### config.mk
export PLATFORM = sky130hd
export DESIGN_NAME = seq_alu_flat
export DESIGN_NICKNAME = d
export VERILOG_FILES = /design/src/rtl/seq_alu_if.sv /design/src/rtl/seq_alu.sv /design/src/flat_wrapper.sv
export SDC_FILE = /design/constraint.sdc
export NUM_CORES = 1
export LEC_CHECK = 0
export BUFFER_PORTS_ARGS = -buffer_cell sky130_fd_sc_hd__clkbuf_2
export CAP_MARGIN = 20
export CORE_MARGIN = 2
export CORE_UTILIZATION = 45
export CTS_BUF_LIST = sky130_fd_sc_hd__clkbuf_4
export DETAILED_ROUTE_END_ITERATION = 16
export GPL_TIMING_DRIVEN = 0
export MAX_ROUTING_LAYER = met4
export SLEW_MARGIN = 20
export SYNTH_ARGS = -nofsm -noshare
export SYNTH_HDL_FRONTEND = slang
export SYNTH_SLANG_ARGS = --single-unit
### constraint.sdc
create_clock -name clk -period 6.28 [get_ports clk]
set_input_delay 0.942 -clock clk [delete_from_list [all_inputs] [get_ports clk]]
set_output_delay 0.942 -clock clk [all_outputs]
set_load 0.01 [all_outputs]
### src/rtl/seq_alu_if.sv
// Handshake and operand/result bundle between the operand capture logic and seq_alu.
// master drives the request; slave (the ALU) drives status and results.
interface seq_alu_if #(
    parameter int unsigned WIDTH = 10,
    parameter int unsigned OUT_W = 14
);
    logic             start;
    logic [2:0]       op;
    logic [WIDTH-1:0] a;
    logic [WIDTH-1:0] b;
    logic             busy;
    logic             done;
    logic [OUT_W-1:0] out;
    logic [WIDTH-1:0] rem;
    logic             neg;
    logic             ovf;
    logic             err;

    modport master (
        output start, op, a, b,
        input  busy, done, out, rem, neg, ovf, err
    );

    modport slave (
        input  start, op, a, b,
        output busy, done, out, rem, neg, ovf, err
    );
endinterface

### src/rtl/seq_alu.sv
// Multi-cycle unsigned add/sub/mul/div/pow ALU with start/busy/done handshake.
// Define SEQ_ALU_SAT_EN to saturate overflowed results; otherwise they wrap mod 2^OUT_W.
module seq_alu #(
    parameter int unsigned WIDTH = 10,
    parameter int unsigned OUT_W = 14
) (
    input  logic     clk,
    input  logic     rst,
    seq_alu_if.slave bus
);
    localparam int unsigned PW = OUT_W + WIDTH;
    localparam int unsigned CW = $clog2(WIDTH + 1);

    localparam logic [2:0] OpAdd = 3'b000;
    localparam logic [2:0] OpSub = 3'b001;
    localparam logic [2:0] OpMul = 3'b010;
    localparam logic [2:0] OpDiv = 3'b011;
    localparam logic [2:0] OpPow = 3'b100;

`ifdef SEQ_ALU_SAT_EN
    localparam bit SatEn = 1'b1;
`else
    localparam bit SatEn = 1'b0;
`endif

    typedef enum logic [2:0] {StIdle, StAddSub, StMul, StDiv, StPow, StDone} state_e;

    state_e           state_q, state_d;
    logic [2:0]       op_q, op_d;
    logic [WIDTH-1:0] a_q, a_d;
    logic [WIDTH-1:0] b_q, b_d;
    logic [CW-1:0]    cnt_q, cnt_d;
    logic [PW-1:0]    mcand_q, mcand_d;
    logic [PW-1:0]    prod_q, prod_d;
    logic [WIDTH-1:0] mplier_q, mplier_d;
    logic [WIDTH-1:0] quo_q, quo_d;
    logic [WIDTH-1:0] part_q, part_d;
    logic [OUT_W-1:0] acc_q, acc_d;
    logic             fin_q, fin_d;
    logic [OUT_W-1:0] out_q, out_d;
    logic [WIDTH-1:0] rem_q, rem_d;
    logic             neg_q, neg_d;
    logic             ovf_q, ovf_d;
    logic             err_q, err_d;

    logic [PW-1:0]    prod_sum;
    logic [WIDTH:0]   trial;
    logic [WIDTH:0]   sum_ab;
    logic             mul_ovf;
    logic             pow_ovf;

    // Shared shift-add step: mul uses (a, b), pow uses (acc, a) as multiplicand/multiplier.
    assign prod_sum = prod_q + (mplier_q[0] ? mcand_q : '0);
    assign trial    = {part_q, quo_q[WIDTH-1]};
    assign sum_ab   = {1'b0, a_q} + {1'b0, b_q};
    assign mul_ovf  = (prod_q >> OUT_W) != '0;
    assign pow_ovf  = (prod_sum >> OUT_W) != '0;

    always_comb begin
        state_d  = state_q;
        op_d     = op_q;
        a_d      = a_q;
        b_d      = b_q;
        cnt_d    = cnt_q;
        mcand_d  = mcand_q;
        prod_d   = prod_q;
        mplier_d = mplier_q;
        quo_d    = quo_q;
        part_d   = part_q;
        acc_d    = acc_q;
        fin_d    = fin_q;
        out_d    = out_q;
        rem_d    = rem_q;
        neg_d    = neg_q;
        ovf_d    = ovf_q;
        err_d    = err_q;

        unique case (state_q)
            StIdle: begin
                if (bus.start) begin
                    op_d     = bus.op;
                    a_d      = bus.a;
                    b_d      = bus.b;
                    neg_d    = 1'b0;
                    ovf_d    = 1'b0;
                    err_d    = 1'b0;
                    cnt_d    = '0;
                    prod_d   = '0;
                    fin_d    = 1'b0;
                    part_d   = '0;
                    quo_d    = bus.a;
                    acc_d    = OUT_W'(1);
                    mcand_d  = PW'(1);
                    mplier_d = bus.a;
                    unique case (bus.op)
                        OpMul: begin
                            state_d  = StMul;
                            mcand_d  = PW'(bus.a);
                            mplier_d = bus.b;
                        end
                        OpDiv: state_d = (bus.b == '0) ? StAddSub : StDiv;
                        // 0^b, 1^b and x^0 need no multiplies
                        OpPow: state_d = (bus.b == '0 || bus.a <= WIDTH'(1)) ? StAddSub : StPow;
                        default: state_d = StAddSub;
                    endcase
                end
            end
            StAddSub: begin
                state_d = StDone;
                out_d   = '0;
                rem_d   = '0;
                unique case (op_q)
                    OpAdd: out_d = OUT_W'(sum_ab);
                    OpSub: begin
                        if (a_q >= b_q) begin
                            out_d = OUT_W'(a_q - b_q);
                        end else begin
                            out_d = OUT_W'(b_q - a_q);
                            neg_d = 1'b1;
                        end
                    end
                    OpDiv: begin
                        out_d = '1;
                        err_d = 1'b1;
                    end
                    OpPow: out_d = (b_q == '0) ? OUT_W'(1) : OUT_W'(a_q);
                    default: err_d = 1'b1;
                endcase
            end
            StMul: begin
                if (cnt_q == CW'(WIDTH)) begin
                    state_d = StDone;
                    ovf_d   = mul_ovf;
                    out_d   = (SatEn && mul_ovf) ? '1 : prod_q[OUT_W-1:0];
                    rem_d   = '0;
                end else begin
                    prod_d   = prod_sum;
                    mcand_d  = mcand_q << 1;
                    mplier_d = mplier_q >> 1;
                    cnt_d    = cnt_q + CW'(1);
                end
            end
            StDiv: begin
                if (cnt_q == CW'(WIDTH)) begin
                    state_d = StDone;
                    out_d   = OUT_W'(quo_q);
                    rem_d   = part_q;
                end else begin
                    if (trial >= {1'b0, b_q}) begin
                        part_d = WIDTH'(trial - {1'b0, b_q});
                        quo_d  = {quo_q[WIDTH-2:0], 1'b1};
                    end else begin
                        part_d = trial[WIDTH-1:0];
                        quo_d  = {quo_q[WIDTH-2:0], 1'b0};
                    end
                    cnt_d = cnt_q + CW'(1);
                end
            end
            StPow: begin
                if (fin_q) begin
                    state_d = StDone;
                    out_d   = (SatEn && ovf_q) ? '1 : acc_q;
                    rem_d   = '0;
                end else if (cnt_q == CW'(WIDTH - 1)) begin
                    // Last bit of this multiply: commit acc, b_q counts remaining multiplies
                    acc_d    = prod_sum[OUT_W-1:0];
                    ovf_d    = pow_ovf;
                    fin_d    = pow_ovf || (b_q == WIDTH'(1));
                    b_d      = b_q - WIDTH'(1);
                    prod_d   = '0;
                    mcand_d  = PW'(prod_sum[OUT_W-1:0]);
                    mplier_d = a_q;
                    cnt_d    = '0;
                end else begin
                    prod_d   = prod_sum;
                    mcand_d  = mcand_q << 1;
                    mplier_d = mplier_q >> 1;
                    cnt_d    = cnt_q + CW'(1);
                end
            end
            StDone: state_d = StIdle;
            default: state_d = StIdle;
        endcase
    end

    always_ff @(posedge clk or posedge rst) begin
        if (rst) begin
            state_q  <= StIdle;
            op_q     <= '0;
            a_q      <= '0;
            b_q      <= '0;
            cnt_q    <= '0;
            mcand_q  <= '0;
            prod_q   <= '0;
            mplier_q <= '0;
            quo_q    <= '0;
            part_q   <= '0;
            acc_q    <= '0;
            fin_q    <= 1'b0;
            out_q    <= '0;
            rem_q    <= '0;
            neg_q    <= 1'b0;
            ovf_q    <= 1'b0;
            err_q    <= 1'b0;
        end else begin
            state_q  <= state_d;
            op_q     <= op_d;
            a_q      <= a_d;
            b_q      <= b_d;
            cnt_q    <= cnt_d;
            mcand_q  <= mcand_d;
            prod_q   <= prod_d;
            mplier_q <= mplier_d;
            quo_q    <= quo_d;
            part_q   <= part_d;
            acc_q    <= acc_d;
            fin_q    <= fin_d;
            out_q    <= out_d;
            rem_q    <= rem_d;
            neg_q    <= neg_d;
            ovf_q    <= ovf_d;
            err_q    <= err_d;
        end
    end

    assign bus.busy = (state_q == StAddSub) || (state_q == StMul) ||
                      (state_q == StDiv) || (state_q == StPow);
    assign bus.done = (state_q == StDone);
    assign bus.out  = out_q;
    assign bus.rem  = rem_q;
    assign bus.neg  = neg_q;
    assign bus.ovf  = ovf_q;
    assign bus.err  = err_q;
endmodule

### src/flat_wrapper.sv
// flat-port wrapper written by rule: the top's interface ports become plain ports
module seq_alu_flat 
#(
    parameter int unsigned WIDTH = 10,
    parameter int unsigned OUT_W = 14
)
  (clk, rst, bus_start, bus_op, bus_a, bus_b, bus_busy, bus_done, bus_out, bus_rem, bus_neg, bus_ovf, bus_err);
  seq_alu_if #(.WIDTH(WIDTH), .OUT_W(OUT_W)) bus_i ();
  input  logic clk;
  input  logic rst;
  input wire logic [$bits(bus_i.start)-1:0] bus_start;
  input wire logic [$bits(bus_i.op)-1:0] bus_op;
  input wire logic [$bits(bus_i.a)-1:0] bus_a;
  input wire logic [$bits(bus_i.b)-1:0] bus_b;
  output wire logic [$bits(bus_i.busy)-1:0] bus_busy;
  output wire logic [$bits(bus_i.done)-1:0] bus_done;
  output wire logic [$bits(bus_i.out)-1:0] bus_out;
  output wire logic [$bits(bus_i.rem)-1:0] bus_rem;
  output wire logic [$bits(bus_i.neg)-1:0] bus_neg;
  output wire logic [$bits(bus_i.ovf)-1:0] bus_ovf;
  output wire logic [$bits(bus_i.err)-1:0] bus_err;
  assign bus_i.start = bus_start;
  assign bus_i.op = bus_op;
  assign bus_i.a = bus_a;
  assign bus_i.b = bus_b;
  assign bus_busy = bus_i.busy;
  assign bus_done = bus_i.done;
  assign bus_out = bus_i.out;
  assign bus_rem = bus_i.rem;
  assign bus_neg = bus_i.neg;
  assign bus_ovf = bus_i.ovf;
  assign bus_err = bus_i.err;
  seq_alu #(.WIDTH(WIDTH), .OUT_W(OUT_W)) u_core (.clk(clk), .rst(rst), .bus(bus_i));
endmodule
==> metrics.txt <==
# TYPE chip_impl_metric gauge
chip_impl_metric{name="floorplan.io_pins",unit=""} 55
chip_impl_metric{name="hold_viol",unit=""} 0
chip_impl_metric{name="finish.utilization",unit=""} 0.497
chip_impl_info{name="tritoncts",value="built"} 1
chip_impl_info{name="cp-start-kind",value="register"} 1
chip_impl_metric{name="synth-warning-count",unit=""} 0
chip_impl_metric{name="leakage",unit="nW"} 5.33
chip_impl_metric{name="layout_min_cycle_time",unit="ns"} 3.76
chip_impl_metric{name="holdBufCountCts",unit=""} 0
chip_impl_metric{name="filler_cells_inserted",unit=""} 2352
chip_impl_metric{name="syn_nets",unit=""} 1374
chip_impl_metric{name="whs",unit="ns"} 0.334
chip_impl_metric{name="detailedRoute.firstPassIterationCount",unit=""} 5
chip_impl_metric{name="worst_pin_slew",unit="ns"} 0.789
chip_impl_metric{name="fp-row-count",unit=""} 56
chip_impl_info{name="critPathCaptureType",value="register"} 1
chip_impl_metric{name="synthXorXnorAreaFrac",unit=""} 0.0361
chip_impl_info{name="cell_accounting_for_the_most_synthesized_area",value="dfrtp_1"} 1
chip_impl_metric{name="combinationalPowerShare",unit=""} 0.617
chip_impl_metric{name="met2_usage",unit=""} 0.478
chip_impl_metric{name="cts.repair.resized",unit=""} 0
chip_impl_metric{name="finish.net_count",unit=""} 1448
chip_impl_metric{name="grt_first_pass_wirelength",unit="um"} 54700
chip_impl_metric{name="yosys.area_share.adder",unit=""} 0.0905
chip_impl_metric{name="setup_viol",unit=""} 0
chip_impl_metric{name="routed_wl",unit="um"} 35200
chip_impl_info{name="rsz0062_at_grt",value="no"} 1
chip_impl_metric{name="final_cell_count_no_fill",unit=""} 1681
chip_impl_metric{name="clock_sinks",unit=""} 150
chip_impl_metric{name="worst_rel_slew_slack",unit=""} 0.472
chip_impl_metric{name="global_route.usage.total",unit=""} 0.299
chip_impl_metric{name="cell_count_of_the_worst_reg_to_reg_path",unit=""} 11
chip_impl_metric{name="cap_violations",unit=""} 0
chip_impl_info{name="run_status",value="completed"} 1
chip_impl_info{name="critPathLaunch",value="u_core.b_q[1]"} 1
chip_impl_metric{name="h-tree-depth",unit=""} 4
chip_impl_metric{name="cp_data_required_time",unit="ns"} 6.75
chip_impl_metric{name="dp_worst_setup_slack",unit="ns"} 2.53
chip_impl_metric{name="globalRouteOverflowTotal",unit=""} 0
chip_impl_metric{name="vdd_ir_drop_max",unit="V"} 0.000229
chip_impl_metric{name="postSynthRegisterBits",unit=""} 150
chip_impl_metric{name="worstPathMaxFanout",unit=""} 10
chip_impl_metric{name="chip_height",unit="um"} 158
chip_impl_info{name="global_route_hottest_layer",value="met2"} 1
chip_impl_metric{name="critPathArrivalTime",unit="ns"} 4.23
chip_impl_metric{name="number_of_remaining_drc_errors",unit=""} 0
chip_impl_metric{name="power.density",unit="nW/um^2"} 486
chip_impl_info{name="r2r-start",value="u_core.b_q[1]"} 1
chip_impl_metric{name="final-max-slew-violation-count",unit=""} 0
chip_impl_info{name="worst_hold_path_type",value="in2async"} 1
chip_impl_info{name="timing.critical_path.to",value="u_core.bus.out[1]"} 1
chip_impl_metric{name="timing.clock.skew",unit="ns"} 0.0278
chip_impl_info{name="dominant_combinational_cell_family_by_area_after_synthesis",value="compound AO/OA/AOI/OAI gates"} 1
chip_impl_metric{name="clkSlewWorstSetupHoldPaths",unit="ns"} 0.15
chip_impl_info{name="worstSetupPathType",value="reg2reg"} 1
chip_impl_metric{name="final_antenna_net_count",unit=""} 0
chip_impl_metric{name="synth_edf_count",unit=""} 0
chip_impl_metric{name="cts_made_buffers",unit=""} 17
chip_impl_metric{name="muxShareOfSynthArea",unit=""} 0.0270
chip_impl_metric{name="post-place-cells",unit=""} 1648
chip_impl_metric{name="via_count",unit=""} 9945
chip_impl_info{name="synth_top_flop_cell",value="dfrtp_1"} 1
chip_impl_info{name="clk_root_buffer_cell",value="clkbuf_4"} 1
chip_impl_info{name="synth.most_common_cell",value="nand2_1"} 1
chip_impl_metric{name="switching_share",unit=""} 0.528
chip_impl_metric{name="pin_count_of_the_biggest_net_entering_global_routing",unit=""} 94
chip_impl_metric{name="synth-compound-area-share",unit=""} 0.243
chip_impl_metric{name="drtIter0Drc",unit=""} 924
chip_impl_metric{name="fin_worst_setup_slack",unit="ns"} 2.52
chip_impl_metric{name="routability_congestion_estimate_from_global_placement",unit=""} 0.986
chip_impl_metric{name="use_met3",unit=""} 0.0402
chip_impl_metric{name="core-area",unit="um^2"} 23300
chip_impl_metric{name="clock_path_buffers",unit=""} 2
chip_impl_metric{name="post-layout-total-power",unit="W"} 0.00563
chip_impl_metric{name="detail_route.wl_per_cell",unit="um"} 20.9
chip_impl_metric{name="antenna_found_initial",unit=""} 1
chip_impl_metric{name="avg_synthesized_cell_area",unit="um^2"} 8.35
chip_impl_metric{name="r2r_slack",unit="ns"} 2.52
chip_impl_metric{name="floorplan.die.width",unit="um"} 158
chip_impl_metric{name="dpl.hpwl",unit="um"} 27200
chip_impl_metric{name="postSynth.asyncResetShare",unit=""} 1.00
chip_impl_metric{name="synth.distinct_cells",unit=""} 89
chip_impl_info{name="synth_top_cells_by_count",value="nand2_1, dfrtp_1, o21ai_0, a21oi_1, nor2_1"} 1
chip_impl_metric{name="route.detailed.vias_per_inst",unit=""} 5.92
chip_impl_metric{name="insertion_delay",unit="ns"} 0.60
chip_impl_metric{name="postCtsSetupBuffers",unit=""} 0
chip_impl_metric{name="syn-instance-count",unit=""} 1274
chip_impl_metric{name="syn_to_final_growth",unit="%"} 8.98
chip_impl_metric{name="globalRouteMet1Util",unit=""} 0.389
chip_impl_metric{name="syn_area",unit="um^2"} 10600
chip_impl_metric{name="clockPowerShare",unit=""} 0.102
chip_impl_metric{name="drive_gt1_frac",unit=""} 0.0963
chip_impl_metric{name="p_seq_frac",unit=""} 0.281
chip_impl_metric{name="fin_crit_sh",unit=""} 0.598
chip_impl_info{name="worst_r2r_endpoint",value="u_core.bus.out[1]"} 1
chip_impl_metric{name="p_int",unit="W"} 0.00266
chip_impl_metric{name="ys_seq_area_frac",unit=""} 0.353
chip_impl_metric{name="post_synth_and_or_nand_nor_area_fraction",unit=""} 0.203
chip_impl_metric{name="port_buffers",unit=""} 54
chip_impl_metric{name="die-area",unit="um^2"} 24900
chip_impl_metric{name="initial_core_util",unit=""} 0.456
chip_impl_info{name="netlist_top_cells_area",value="dfrtp_1, ha_1, nand2_1"} 1
chip_impl_metric{name="grt_pass1_vias",unit=""} 9388
chip_impl_metric{name="maxClockFrequency",unit="MHz"} 266
chip_impl_metric{name="net_switching_power_of_the_design",unit="W"} 0.00297
chip_impl_metric{name="yosysTopAreaCellShare",unit=""} 0.353
-- power groups by stage --
stage	logic [W]	clock network, W	registers, W
floorplan	0.00244	0	0.00149
global placement	0.00339	0	0.00158
detailed placement	0.00343	0	0.00159
CTS	0.00344	0.000587	0.00157
global route	0.00382	0.000625	0.00161
finish	0.00347	0.000577	0.00158
-- how the worst min path moves through the flow --
stage / start / to / slack [ns] / cells past startpoint
after floorplan: u_core.acc_q[13] / u_core.acc_q[13] / 0.45 / 2
after global placement: u_core.bus.rem[8] / u_core.bus.rem[8] / 0.45 / 2
after detailed placement: u_core.bus.rem[1] / u_core.bus.rem[1] / 0.46 / 2
after CTS: rst / u_core.mcand_q[6] / 0.33 / 2
after global routing: rst / u_core.mcand_q[5] / 0.34 / 2
final: rst / u_core.prod_q[5] / 0.33 / 2
-- logic make-up after synthesis --
| logic type | after synthesis |
|---|---|
| AND/OR/NAND/NOR | 460 |
| adder cells (fa/ha/maj) | 74 |
| multiplexers | 28 |
| buffers and inverters | 123 |
| XOR/XNOR | 43 |
| flip-flops | 150 |
| AO/OA/AOI/OAI | 396 |
-- state kept, by name, indices dropped and copies added (netlist names) --
signal	count
u_core.mcand_q	24
u_core.b_q	10
u_core.cnt_q	4
u_core.fin_q	1
u_core.state_q	3
u_core.bus.out	14
u_core.bus.neg	1
u_core.op_q	3
u_core.part_q	10
u_core.bus.err	1
u_core.bus.rem	10
u_core.bus.ovf	1
u_core.acc_q	14
u_core.a_q	10
u_core.prod_q	24
u_core.quo_q	10
u_core.mplier_q	10
-- layout by cell type, fill, tap and decap left out, drive strengths merged, types with 7 or more instances in the layout --
cell and instances:
nor2b 9, nor2 80, a22oi 18, clkbuf 127
o21ai 134, mux2i 25, nand4 7, inv 53
xor2 21, or3 9, buf 20, dfrtp 150
nand3 41, nor3 23, o211ai 16, a22o 13
a31oi 14, nand2b 13, a21oi 87, a221oi 26
a222oi 8, xnor2 22, and3 10, nand3b 9
nand2 207, a211oi 8, a21o 20, and2 32
ha 69
-- stage by stage --
step | TNS [ns] | cell area (um^2)
3_5_place_dp | 0 | 11300
3_3_place_gp | -100.94 | 11300
5_1_grt | 0 | 11600
6_report | 0 | 11600
4_1_cts | 0 | 11600
2_1_floorplan | 0 | 10600
-- worst max-delay path, cell delays in order (launching register included) --
cell and delay, ns:
dfrtp_1 0.59, inv_1 0.34, ha_1 0.46, nor2b_1 0.18
nor3_1 0.17, o21ai_1 0.16, a221oi_4 0.51, buf_4 0.31
mux2i_1 0.28, o21ai_1 0.14, a221oi_1 0.38, a21oi_1 0.12
-- layout make-up --
type	count	area, um^2	share of cell area
clock inverters	15	121	0.0105
repair buffers	55	298	0.0257
plain buffers	75	324	0.0279
multi-input cells	1001	6380	0.550
diodes	1	2.50	0.000216
flip-flops and latches	150	3750	0.324
inverters	48	188	0.0162
clock buffers	17	128	0.0110
well taps	319	399	0.0344
-- routing by layer --
layer,share of wire,routed length [um]
met5,0,0
met4,0.035,1240
met3,0.051,1800
met2,0.48,16800
met1,0.44,15400
No activity file was read; power rests on OpenSTA's default activity.
